## config.mk

```make
export PLATFORM = sky130hd
export DESIGN_NAME = rr_counter_scheduler
export DESIGN_NICKNAME = d
export VERILOG_FILES = /design/src/rtl/rr_counter_scheduler.sv
export SDC_FILE = /design/constraint.sdc
export NUM_CORES = 1
export LEC_CHECK = 0
export ABC_AREA = 1
export CAP_MARGIN = 20
export CORE_MARGIN = 2
export CORE_UTILIZATION = 49
export DETAILED_ROUTE_END_ITERATION = 7
export PLACE_DENSITY_LB_ADDON = 0.3
export SYNTH_ARGS = -nofsm -noshare
export SYNTH_HDL_FRONTEND = slang
export SYNTH_SLANG_ARGS = --single-unit
```

## constraint.sdc

```tcl
create_clock -name clock -period 2.9 [get_ports clock]
set_input_delay 0.87 -clock clock [delete_from_list [all_inputs] [get_ports clock]]
set_output_delay 0.87 -clock clock [all_outputs]
set_load 0.01 [all_outputs]
```

## src/rtl/rr_counter_scheduler.sv

```systemverilog
`default_nettype none
// ============================================================================
// Module   : rr_counter_scheduler
// Purpose  : Round-robin arbiter sharing one saturating up-counter among N
//            requesters. Each grant increments the counter by one; the
//            counter holds at LIMIT until cleared.
// Revision : 1.0 - initial release
// ============================================================================
module rr_counter_scheduler #(
  parameter int               N     = 4,
  parameter int               WIDTH = 32,
  parameter logic [WIDTH-1:0] LIMIT = 5
) (
  input  logic             clock,
  input  logic             reset_n,
  input  logic [N-1:0]     req,
  input  logic             clear,
  output logic [N-1:0]     grant,
  output logic [WIDTH-1:0] counter,
  output logic             saturated,
  output logic             busy
);

  // Pointer width; a single requester still needs one (constant) bit.
  localparam int C_PW = (N > 1) ? $clog2(N) : 1;

  typedef enum logic [1:0] {
    ST_IDLE  = 2'd0,
    ST_COUNT = 2'd1,
    ST_SAT   = 2'd2
  } state_t;

  // With LIMIT == 0 the counter already sits at its bound after reset/clear,
  // so the idle state is the saturated one.
  localparam state_t C_REST_STATE = (LIMIT == '0) ? ST_SAT : ST_IDLE;

  state_t           r_state;
  logic [C_PW-1:0]  r_ptr;
  logic [N-1:0]     r_grant;
  logic [WIDTH-1:0] r_counter;

  logic [2*N-1:0]   w_req2;
  logic [N-1:0]     w_rot;
  logic             w_found;
  logic [C_PW-1:0]  w_off;
  logic [C_PW:0]    w_sum;
  logic [C_PW-1:0]  w_winner;
  logic [C_PW-1:0]  w_ptr_nxt;
  logic [N-1:0]     w_onehot;
  logic [WIDTH-1:0] w_cnt_inc;
  logic             w_can_grant;

  // Rotate requests so the pointer position lands at bit 0, then take the
  // lowest set bit; the winner index is pointer + offset, wrapped modulo N.
  always_comb begin
    w_req2  = {req, req} >> r_ptr;
    w_rot   = w_req2[N-1:0];
    w_found = |req;
    w_off   = '0;
    for (int j = N - 1; j >= 0; j--) begin
      if (w_rot[j]) begin
        w_off = C_PW'(j);
      end
    end
    w_sum = {1'b0, r_ptr} + {1'b0, w_off};
    if (w_sum >= (C_PW + 1)'(N)) begin
      w_sum = w_sum - (C_PW + 1)'(N);
    end
    w_winner    = w_sum[C_PW-1:0];
    w_ptr_nxt   = (w_winner == C_PW'(N - 1)) ? '0 : w_winner + 1'b1;
    w_onehot    = N'(1) << w_winner;
    w_cnt_inc   = r_counter + 1'b1;
    // Counter below LIMIT guarantees the increment can never wrap.
    w_can_grant = w_found && (r_state != ST_SAT) && (r_counter < LIMIT);
  end

  // Control FSM with registered grant, counter and pointer; reset beats
  // clear, clear beats arbitration (a request seen with clear waits a cycle).
  always_ff @(posedge clock) begin
    if (!reset_n) begin
      r_counter <= '0;
      r_grant   <= '0;
      r_ptr     <= '0;
      r_state   <= C_REST_STATE;
    end else if (clear) begin
      r_counter <= '0;
      r_grant   <= '0;
      r_state   <= C_REST_STATE;
    end else if (w_can_grant) begin
      r_grant   <= w_onehot;
      r_counter <= w_cnt_inc;
      r_ptr     <= w_ptr_nxt;
      r_state   <= (w_cnt_inc == LIMIT) ? ST_SAT : ST_COUNT;
    end else begin
      r_grant <= '0;
      if (r_state == ST_COUNT) begin
        r_state <= ST_IDLE;
      end
    end
  end

  assign grant     = r_grant;
  assign counter   = r_counter;
  assign saturated = (r_state == ST_SAT);
  assign busy      = (r_state == ST_COUNT);

  // Safety properties.
  p_onehot : assert property (@(posedge clock) disable iff (!reset_n)
    $onehot0(grant));

  p_bound : assert property (@(posedge clock) disable iff (!reset_n)
    counter <= LIMIT);

  // The grant that reaches LIMIT is still visible in the first saturated
  // cycle, so the no-grant guarantee applies from the following cycle on.
  p_sat : assert property (@(posedge clock) disable iff (!reset_n)
    saturated |=> (grant == '0));

`ifdef FORMAL
  generate
    for (genvar gi = 0; gi < N; gi++) begin : g_fair
      a_hold : assume property (@(posedge clock) disable iff (!reset_n)
        req[gi] && !grant[gi] |=> req[gi]);

      p_fair : assert property (@(posedge clock) disable iff (!reset_n)
        req[gi] && !saturated && !clear |->
          ##[1:N] (grant[gi] || saturated || clear));

      a_clear_fair : assume property (@(posedge clock) disable iff (!reset_n)
        saturated |-> s_eventually clear);

      p_live : assert property (@(posedge clock) disable iff (!reset_n)
        req[gi] |-> s_eventually grant[gi]);
    end
  endgenerate
`endif

endmodule
`default_nettype wire
```

== Word-level counts from Yosys, hierarchy flattened ==
Index checks and enable logic that the tools add are counted.
Storage, ports and cells
  flip-flop bits (word level): 40
  input port bits: 7
  output and inout port bits: 38
  word-level logic and storage cells: 36
Operators by class
  add/sub/neg operators: 4
  magnitude comparators: 2
  equality and inequality tests: 5
  shifts and indexed selects: 2
  muxes and demuxes: 9
  bitwise operators: 3
  reduce and logical (&&, ||, !) cells: 7
Operator list (number)
  32-bit by 1-bit adder with 32-bit output (second input constant): 1
  32-bit by 3-bit == test with 1-bit output (second input constant): 1
  32-bit by 3-bit < comparator with 1-bit output (second input constant): 1
  2-bit two-way mux: 9
  8-bit by 2-bit right shift with 4-bit output: 1
  2-bit == test (second input constant): 2
  4-bit OR reduction: 1
  1-bit by 2-bit << shifter with 4-bit output (first input constant): 1
  2-bit by 2-bit adder with 3-bit output: 1
  3-bit greater-or-equal comparator (second input constant): 1
  1-bit NOT: 3
  3-bit OR reduction: 1
  2-bit by 1-bit adder with 2-bit output (second input constant): 1
  2-bit by 1-bit == test with 1-bit output (second input constant): 1
  1-bit logical AND: 2
  2-bit != test (second input constant): 1
  2-bit AND reduction: 1
  2-bit nonzero test: 1
  2-bit OR reduction: 1
  2-bit by 1-bit subtractor with 2-bit output (second input constant): 1

== Longest topological paths before layout ==
Gate-level depths: netlist of run 1.
  word-level depth: 10
  gate-level depth with buffers: 16
  gate-level depth less buffers: 16

== Worst setup path after synthesis of run 1 ==
OpenSTA, ideal clock, no wires.
  path type: input -> register
  start: input req[1]
  end: register r_ptr[1]
  library setup time: 0.123 ns
  data arrival time: 2.225 ns
  data required time: 2.777 ns
  setup slack: 0.553 ns
  cell stages on the path: 15
  buffers on the path: 0
  cells stage by stage: inv_1 > nand2_1 > o21ai_0 > nand2_1 > o21ai_0 > nand2_1 > a21boi_0 > ha_1 > xnor2_1 > xor2_1 > inv_1 > nand2_1 > nand2_1 > nand2_1 > o21ai_0
On the way
  word-level cells in the longest chain between the ends: 10
  elaborated cells between the ends (all ways): 16
  those cells by class: add/sub (3); order compare (1); eq/ne (1); shift (1); mux (6); reduce/logical (4)
RTL lines
  start, declared: RTL line 16  | input logic [N-1:0] req,
  8-bit by 2-bit right shift with 4-bit output: RTL line 56  | w_req2 = {req, req} >> r_ptr;
  2-bit two-way mux (4 in a row): RTL line 61  | if (w_rot[j]) begin
  2-bit by 2-bit adder with 3-bit output: RTL line 65  | w_sum = {1'b0, r_ptr} + {1'b0, w_off};
  3-bit greater-or-equal comparator or 2-bit by 1-bit subtractor with 2-bit output (tied branches): RTL line 66, 67
  2-bit two-way mux: RTL line 66  | if (w_sum >= (C_PW + 1)'(N)) begin
  2-bit by 1-bit adder with 2-bit output or 2-bit == test (tied branches): RTL line 70  | w_ptr_nxt = (w_winner == C_PW'(N - 1)) ? '0 : w_winner + 1'b1;
  2-bit two-way mux: RTL line 70
  end signal, assigned: RTL line 92  | r_ptr <= w_ptr_nxt;
  end, declared: RTL line 38  | logic [C_PW-1:0] r_ptr;
Parallel ways exist; a longest one is shown, timed or not.
A chain may end at the register's enable or synchronous reset.

== Worst setup path in the final report of run 1 ==
Ends and elaborated chain as after synthesis.

==> flow_metrics.tcl, run 1 <==
set metrics [dict create \
    status "finished clean" \
    netlist_area_um2 2700 \
    synth_compound_area_share_pct 5.15 \
    place_area_um2 3230 \
    finalWeightedCongestion 0.994 \
    yosysSeqAreaShare_pct 29.7 \
    finalSetupViolations 0 \
    synthTopCellsByArea "dfxtp_1 30%, nand2_1 22%, nor2_1 15%, inv_1 7.7%, nand3_1 6.7%" \
    max-cap-violations 0 \
    cts_tree "yes" \
    post-place-ws_ps -163 \
    fin_tns_setup_ps 0 \
    htree_levels 2 \
    yosys_warnings 0 \
    max_stage_delay_ps 400 \
    synth_nets 485 \
    irDropWorstVdd_mv 0.315 \
    fin_crit_ps 2670 \
    ios 45 \
    synthAdderAreaFrac_pct 1.39 \
    async_reset_ff_share_pct 0 \
    crit_arrival_ps 2860 \
    die_h_um 78.2 \
    grt_max_degree 17 \
    seqPwrFrac_pct 38.1 \
    cp_top_family "buffers and inverters" \
    grt_overflow_total 0 \
    cp-end-kind "flip-flop" \
    antenna_left 0 \
    critPathSlowestCell "clkdlybuf4s50_1" \
    core_um2 5410 \
    synth-xor-area-share_pct 1.30 \
    p_leak_nw 1.43 \
    switching_power_mw 0.414 \
    slew_viol_final 0 \
    max_slew.worst_pin.slew_ps 582 \
    intPower_mw 1.17 \
    cp_cell_sequence "clkdlybuf4s50_1, inv_1, nand2_1, o21ai_2, nand2_1, o21ai_1, nand2_1, a21boi_1, ha_2, xnor2_1, xor2_1, inv_1, nand2_2, nand2_1, nand2_1, o21ai_0" \
    numPortBuffers 44 \
    hold_path_class "reg -> reg" \
    drc 0 \
    swShare_pct 26.0 \
    synth.distinct_cells 26 \
    grt_pass1_wl_um 12900 \
    synthCells 475 \
    grt_pass1_vias 2777 \
    dieWidth_um 78.2 \
    dp_hpwl_um 6230 \
    fmax_ghz 0.375 \
    initial_utilization_pct 49.9 \
    drive_gt1_share_pct 6.83 \
    critPathLaunchType "input pin" \
    drt_iter0_drc 238 \
    yosysMostFrequentCell "nand2_1" \
    avgSynthCellArea_um2 5.67 \
    numCtsBuffers 5 \
    die-area_um2 6110 \
    setup_ws_ps 231 \
    final_area_um2 3410 \
    power_density_nw_per_um2 466 \
    critPathRequiredTime_ps 3090 \
    synthSimpleGateAreaFrac_pct 53.6 \
    p_clk_share_pct 40.3 \
    worstSetupPathType "in -> reg" \
    crit_buf_inv 3 \
    post-route-period-util_pct 92.0 \
    wire_per_inst_um 13.0 \
    worst_path_most_repeated_cell "nand2_1" \
    yosysTopAreaCellShare_pct 29.7 \
    yosys-top-cells-count "155 x nand2_1, 109 x nor2_1, 55 x inv_1, 40 x dfxtp_1, 36 x nand3_1" \
    synthMuxAreaShare_pct 0 \
    diodes 0 \
    hold_viol 0 \
    vias 3108 \
    synthFlopType "dfxtp_1" \
    nNetsFinal 536 \
    clock_skew_ps 11.4 \
    syn_to_final_growth_pct 26.5 \
    ys_ff_latch 40 \
    antenna_found_initial 0 \
    post_drt_via_cell_ratio 5.19 \
    synth_top_family_by_area "simple AND/OR/NAND/NOR gates" \
    yosysTopAreaCell "dfxtp_1" \
    cts.path.max_buffers 2 \
    synth_edf_count 0 \
    clk_pin_slew_ps 90 \
    crit_fanout 3 \
    maxSlewHeadroom_pct 61.1 \
    power.share.combinational_pct 21.6 \
    cts_num_sinks 40 \
    clk_latency_ps 300 \
    dr.pass1.iters 5 \
    num_rows 27 \
    wl_um 7800 \
    grt_usage_pct 26.8 \
    clock_tree.root_cell "clkbuf_8" \
]
[worst min-delay path, stage by stage, from the launching register on]
cell	delay (ps)
dfxtp_1	340
inv_1	80
nor2_1	40
[worst paths after layout]
kind / start / endpoint / slack, ps / cells past startpoint
worst max-delay path: req[1] / r_ptr[1] / 230 / 16
worst min-delay path: counter[31] / counter[31] / 500 / 2
worst max register to register: counter[1] / r_state[0] / 590 / 14
worst min register to register: counter[31] / counter[31] / 500 / 2
[metal layers]
metal | wire length [µm] | share of wire, % | GRT usage [%]
met1 | 3610 | 46 | 35.7
met2 | 3580 | 46 | 45.0
met3 | 456 | 5.8 | 4.02
met4 | 151 | 1.9 | 7.54
met5 | 0 | 0 | 0
[cell type report]
type | instances | area, µm²
clock inverters | 3 | 90.1
flip-flops and latches | 40 | 801
clock buffers | 5 | 68.8
multi-input cells | 373 | 1670
inverters | 57 | 214
fillers | 537 | 2000
well taps | 72 | 90.1
repair buffers | 49 | 480
[stage by stage]
step	instances	hold slack [ps]	power [mW]	utilization, %
6_report	599	496	1.59	63.1
5_1_grt	599	536	1.67	63.1
4_1_cts	598	505	1.55	62.7
3_5_place_dp	590	493	0.917	59.8
3_3_place_gp	590	495	0.902	59.8
2_1_floorplan	475	485	0.807	-
[state kept, by name, indices dropped and copies added (netlist names)]
signal and cells:
r_ptr 2, grant 4, r_state 2, counter 32
[cells by family after synthesis]
logic type      count (synthesis)
fa+ha+maj                       3
xor+xnor                        4
flops                          40
compound gates                 26
buf+inv                        62
simple gates                  340
[cells in the final DEF, fill, tap and decap left out, types with 8 or more instances in the layout]
cell,netlist,final
clkdlybuf4s50_1,0,43
o21ai_0,16,10
dfxtp_1,40,40
nand4_1,8,8
nor2_1,109,109
nand2_1,155,154
nand3_1,36,36
inv_1,55,55
nand2_2,7,8
[power groups by stage]
| stage | combinational, mW | clock [mW] | sequential, mW |
|---|---|---|---|
| 2_1_floorplan | 0.196 | 0 | 0.610 |
| 3_3_place_gp | 0.289 | 0 | 0.613 |
| 3_5_place_dp | 0.302 | 0 | 0.615 |
| 4_1_cts | 0.304 | 0.648 | 0.603 |
| 5_1_grt | 0.396 | 0.663 | 0.609 |
| 6_report | 0.343 | 0.640 | 0.605 |
[repair_timing]
| item | CTS | global route |
|---|---|---|
| resized for setup | 0 | 11 |
| setup endpoints to repair | 0 | 3 |
| hold buffers | 0 | 0 |
| setup buffers | 0 | 1 |
Power figures use the tool's default switching activity.
==> run 2, diff against run 1 <==
GPL_TIMING_DRIVEN = 0   (was not set)
==> run 2 against run 1 <==
Effect of this change:
- combinational power decreased by 11%
- worst setup slack improved by 13 ps
- first-iteration DRC count is 16% lower
- hold slack better by 7.8 ps
- critical path depth decreased by 2
- routed wire length grew 1.4%
- largest cell class unchanged
==> flow_metrics.tcl, run 2 (synthesis results as in run 1) <==
set metrics [dict create \
    status "finished clean" \
    maxSlewHeadroom_pct 64.4 \
    grt_usage_pct 26.7 \
    max-cap-violations 0 \
    htree_levels 2 \
    worstSetupPathType "in -> reg" \
    grt_overflow_total 0 \
    critPathRequiredTime_ps 3080 \
    dr.pass1.iters 7 \
    fin_tns_setup_ps 0 \
    regMostFlops "counter" \
    clock_tree.root_cell "clkbuf_8" \
    cts_tree "yes" \
    crit_arrival_ps 2840 \
    dieWidth_um 78.2 \
    wire_per_inst_um 13.2 \
    rsz0062_at_grt "false" \
    finalWeightedCongestion 0.979 \
    initial_utilization_pct 49.9 \
    place_area_um2 3230 \
    drive_gt1_share_pct 5.68 \
    cts_num_sinks 40 \
    fin_cells 600 \
    layout_commonest_cell "nand2_1" \
    largest_reg_flops 32 \
    nNetsFinal 537 \
    antenna_left 0 \
    crit_fanout 3 \
    fin_hold_ws_ps 504 \
    setup_ws_ps 244 \
    drt_iter0_drc 201 \
    ios 45 \
    max_slew.worst_pin.slew_ps 534 \
    clk_latency_ps 300 \
    post-route-period-util_pct 91.6 \
    finalSetupViolations 0 \
    core_um2 5410 \
    grt_pass1_wl_um 12900 \
    die_h_um 78.2 \
    cts.path.max_buffers 2 \
    irDropWorstVdd_mv 0.374 \
    clock_skew_ps 8.13 \
    numCtsBuffers 5 \
    hold_path_class "reg -> reg" \
    syn_to_final_growth_pct 24.0 \
    die-area_um2 6110 \
    hold_viol 0 \
    cp-end-kind "flip-flop" \
    vias 3135 \
    post_drt_via_cell_ratio 5.23 \
    numPortBuffers 44 \
    post-place-ws_ps -144 \
    antenna_found_initial 0 \
    critPathLaunchType "input pin" \
    drc 0 \
    fmax_ghz 0.376 \
    final_cell_mix "155 x nand2_1, 109 x nor2_1, 55 x inv_1" \
    grt_max_degree 13 \
    p_leak_nw 1.39 \
    grt_pass1_vias 2754 \
    num_rows 27 \
    slew_viol_final 0 \
    hold_buffers 0 \
    clk_pin_slew_ps 90 \
    dp.cells 591 \
    wl_um 7910 \
    final_util_pct 61.8 \
    diodes 0 \
    dp_hpwl_um 6380 \
    fin_crit_ps 2660 \
    power_density_nw_per_um2 410 \
    final_area_um2 3340 \
    p_total_mw 1.37 \
]
==> run 2: cell count changes in the layout (fill, tap and decap cells not counted), sizes merged <==
cell | previous run | this run
clkdlybuf4s50 | 43 | 44
bufinv | 3 | 1
dlymetal6s2s | 1 | 0
clkbuf | 5 | 9
buf | 5 | 3
clkinv | 0 | 1
==> run 2: worst paths after layout <==
kind,from,end,slack (ps),cells after the start
worst max-delay path,req[2],r_ptr[1],240,14
worst max register to register,counter[12],r_state[0],650,13
worst min register to register,counter[31],counter[31],500,2
worst min-delay path,counter[31],counter[31],500,2
==> run 2: final cells by class <==
type / count / area (µm²)
fillers: 552 / 2060
well taps: 72 / 90.1
clock buffers: 6 / 72.6
plain buffers: 5 / 23.8
inverters: 57 / 214
multi-input cells: 373 / 1660
flip-flops and latches: 40 / 801
repair buffers: 45 / 448
clock inverters: 2 / 35.0
==> run 2: critical path, stage by stage <==
cell,delay (ps)
clkdlybuf4s50_1,500
inv_1,40
o21ai_0,200
o21ai_0,140
nand2_1,80
a21boi_1,60
ha_1,200
xnor2_1,160
xor2_1,250
inv_1,80
nand2_1,80
nand2_1,50
nand2_1,50
o21ai_0,60
==> run 2: repair_timing <==
action / 4_1_cts / 5_1_grt
endpoints found under the hold margin: 0 / 0
resized for setup: 0 / 3
buffers inserted: 0 / 1
endpoints found under the setup margin: 0 / 1
==> run 2: routing by layer <==
metal  part of all wire, %  up-vias  wire length, µm  global-route usage, %
li1                      -     1585                -                      -
met1                    47     1436             3740                   37.7
met2                    46      100             3610                   43.4
met3                   5.1       14              403                   3.45
met4                   1.9        0              148                   6.14
met5                     0        -                0                      0
==> run 2: power breakdown <==
group / switching (mW) / total (mW) / leakage, nW / internal [mW]
sequential: 0.0177 / 0.593 / 0.323 / 0.575
clock: 0.213 / 0.469 / 0.0552 / 0.256
combinational: 0.171 / 0.306 / 1.01 / 0.135
total: 0.402 / 1.37 / 1.39 / 0.967
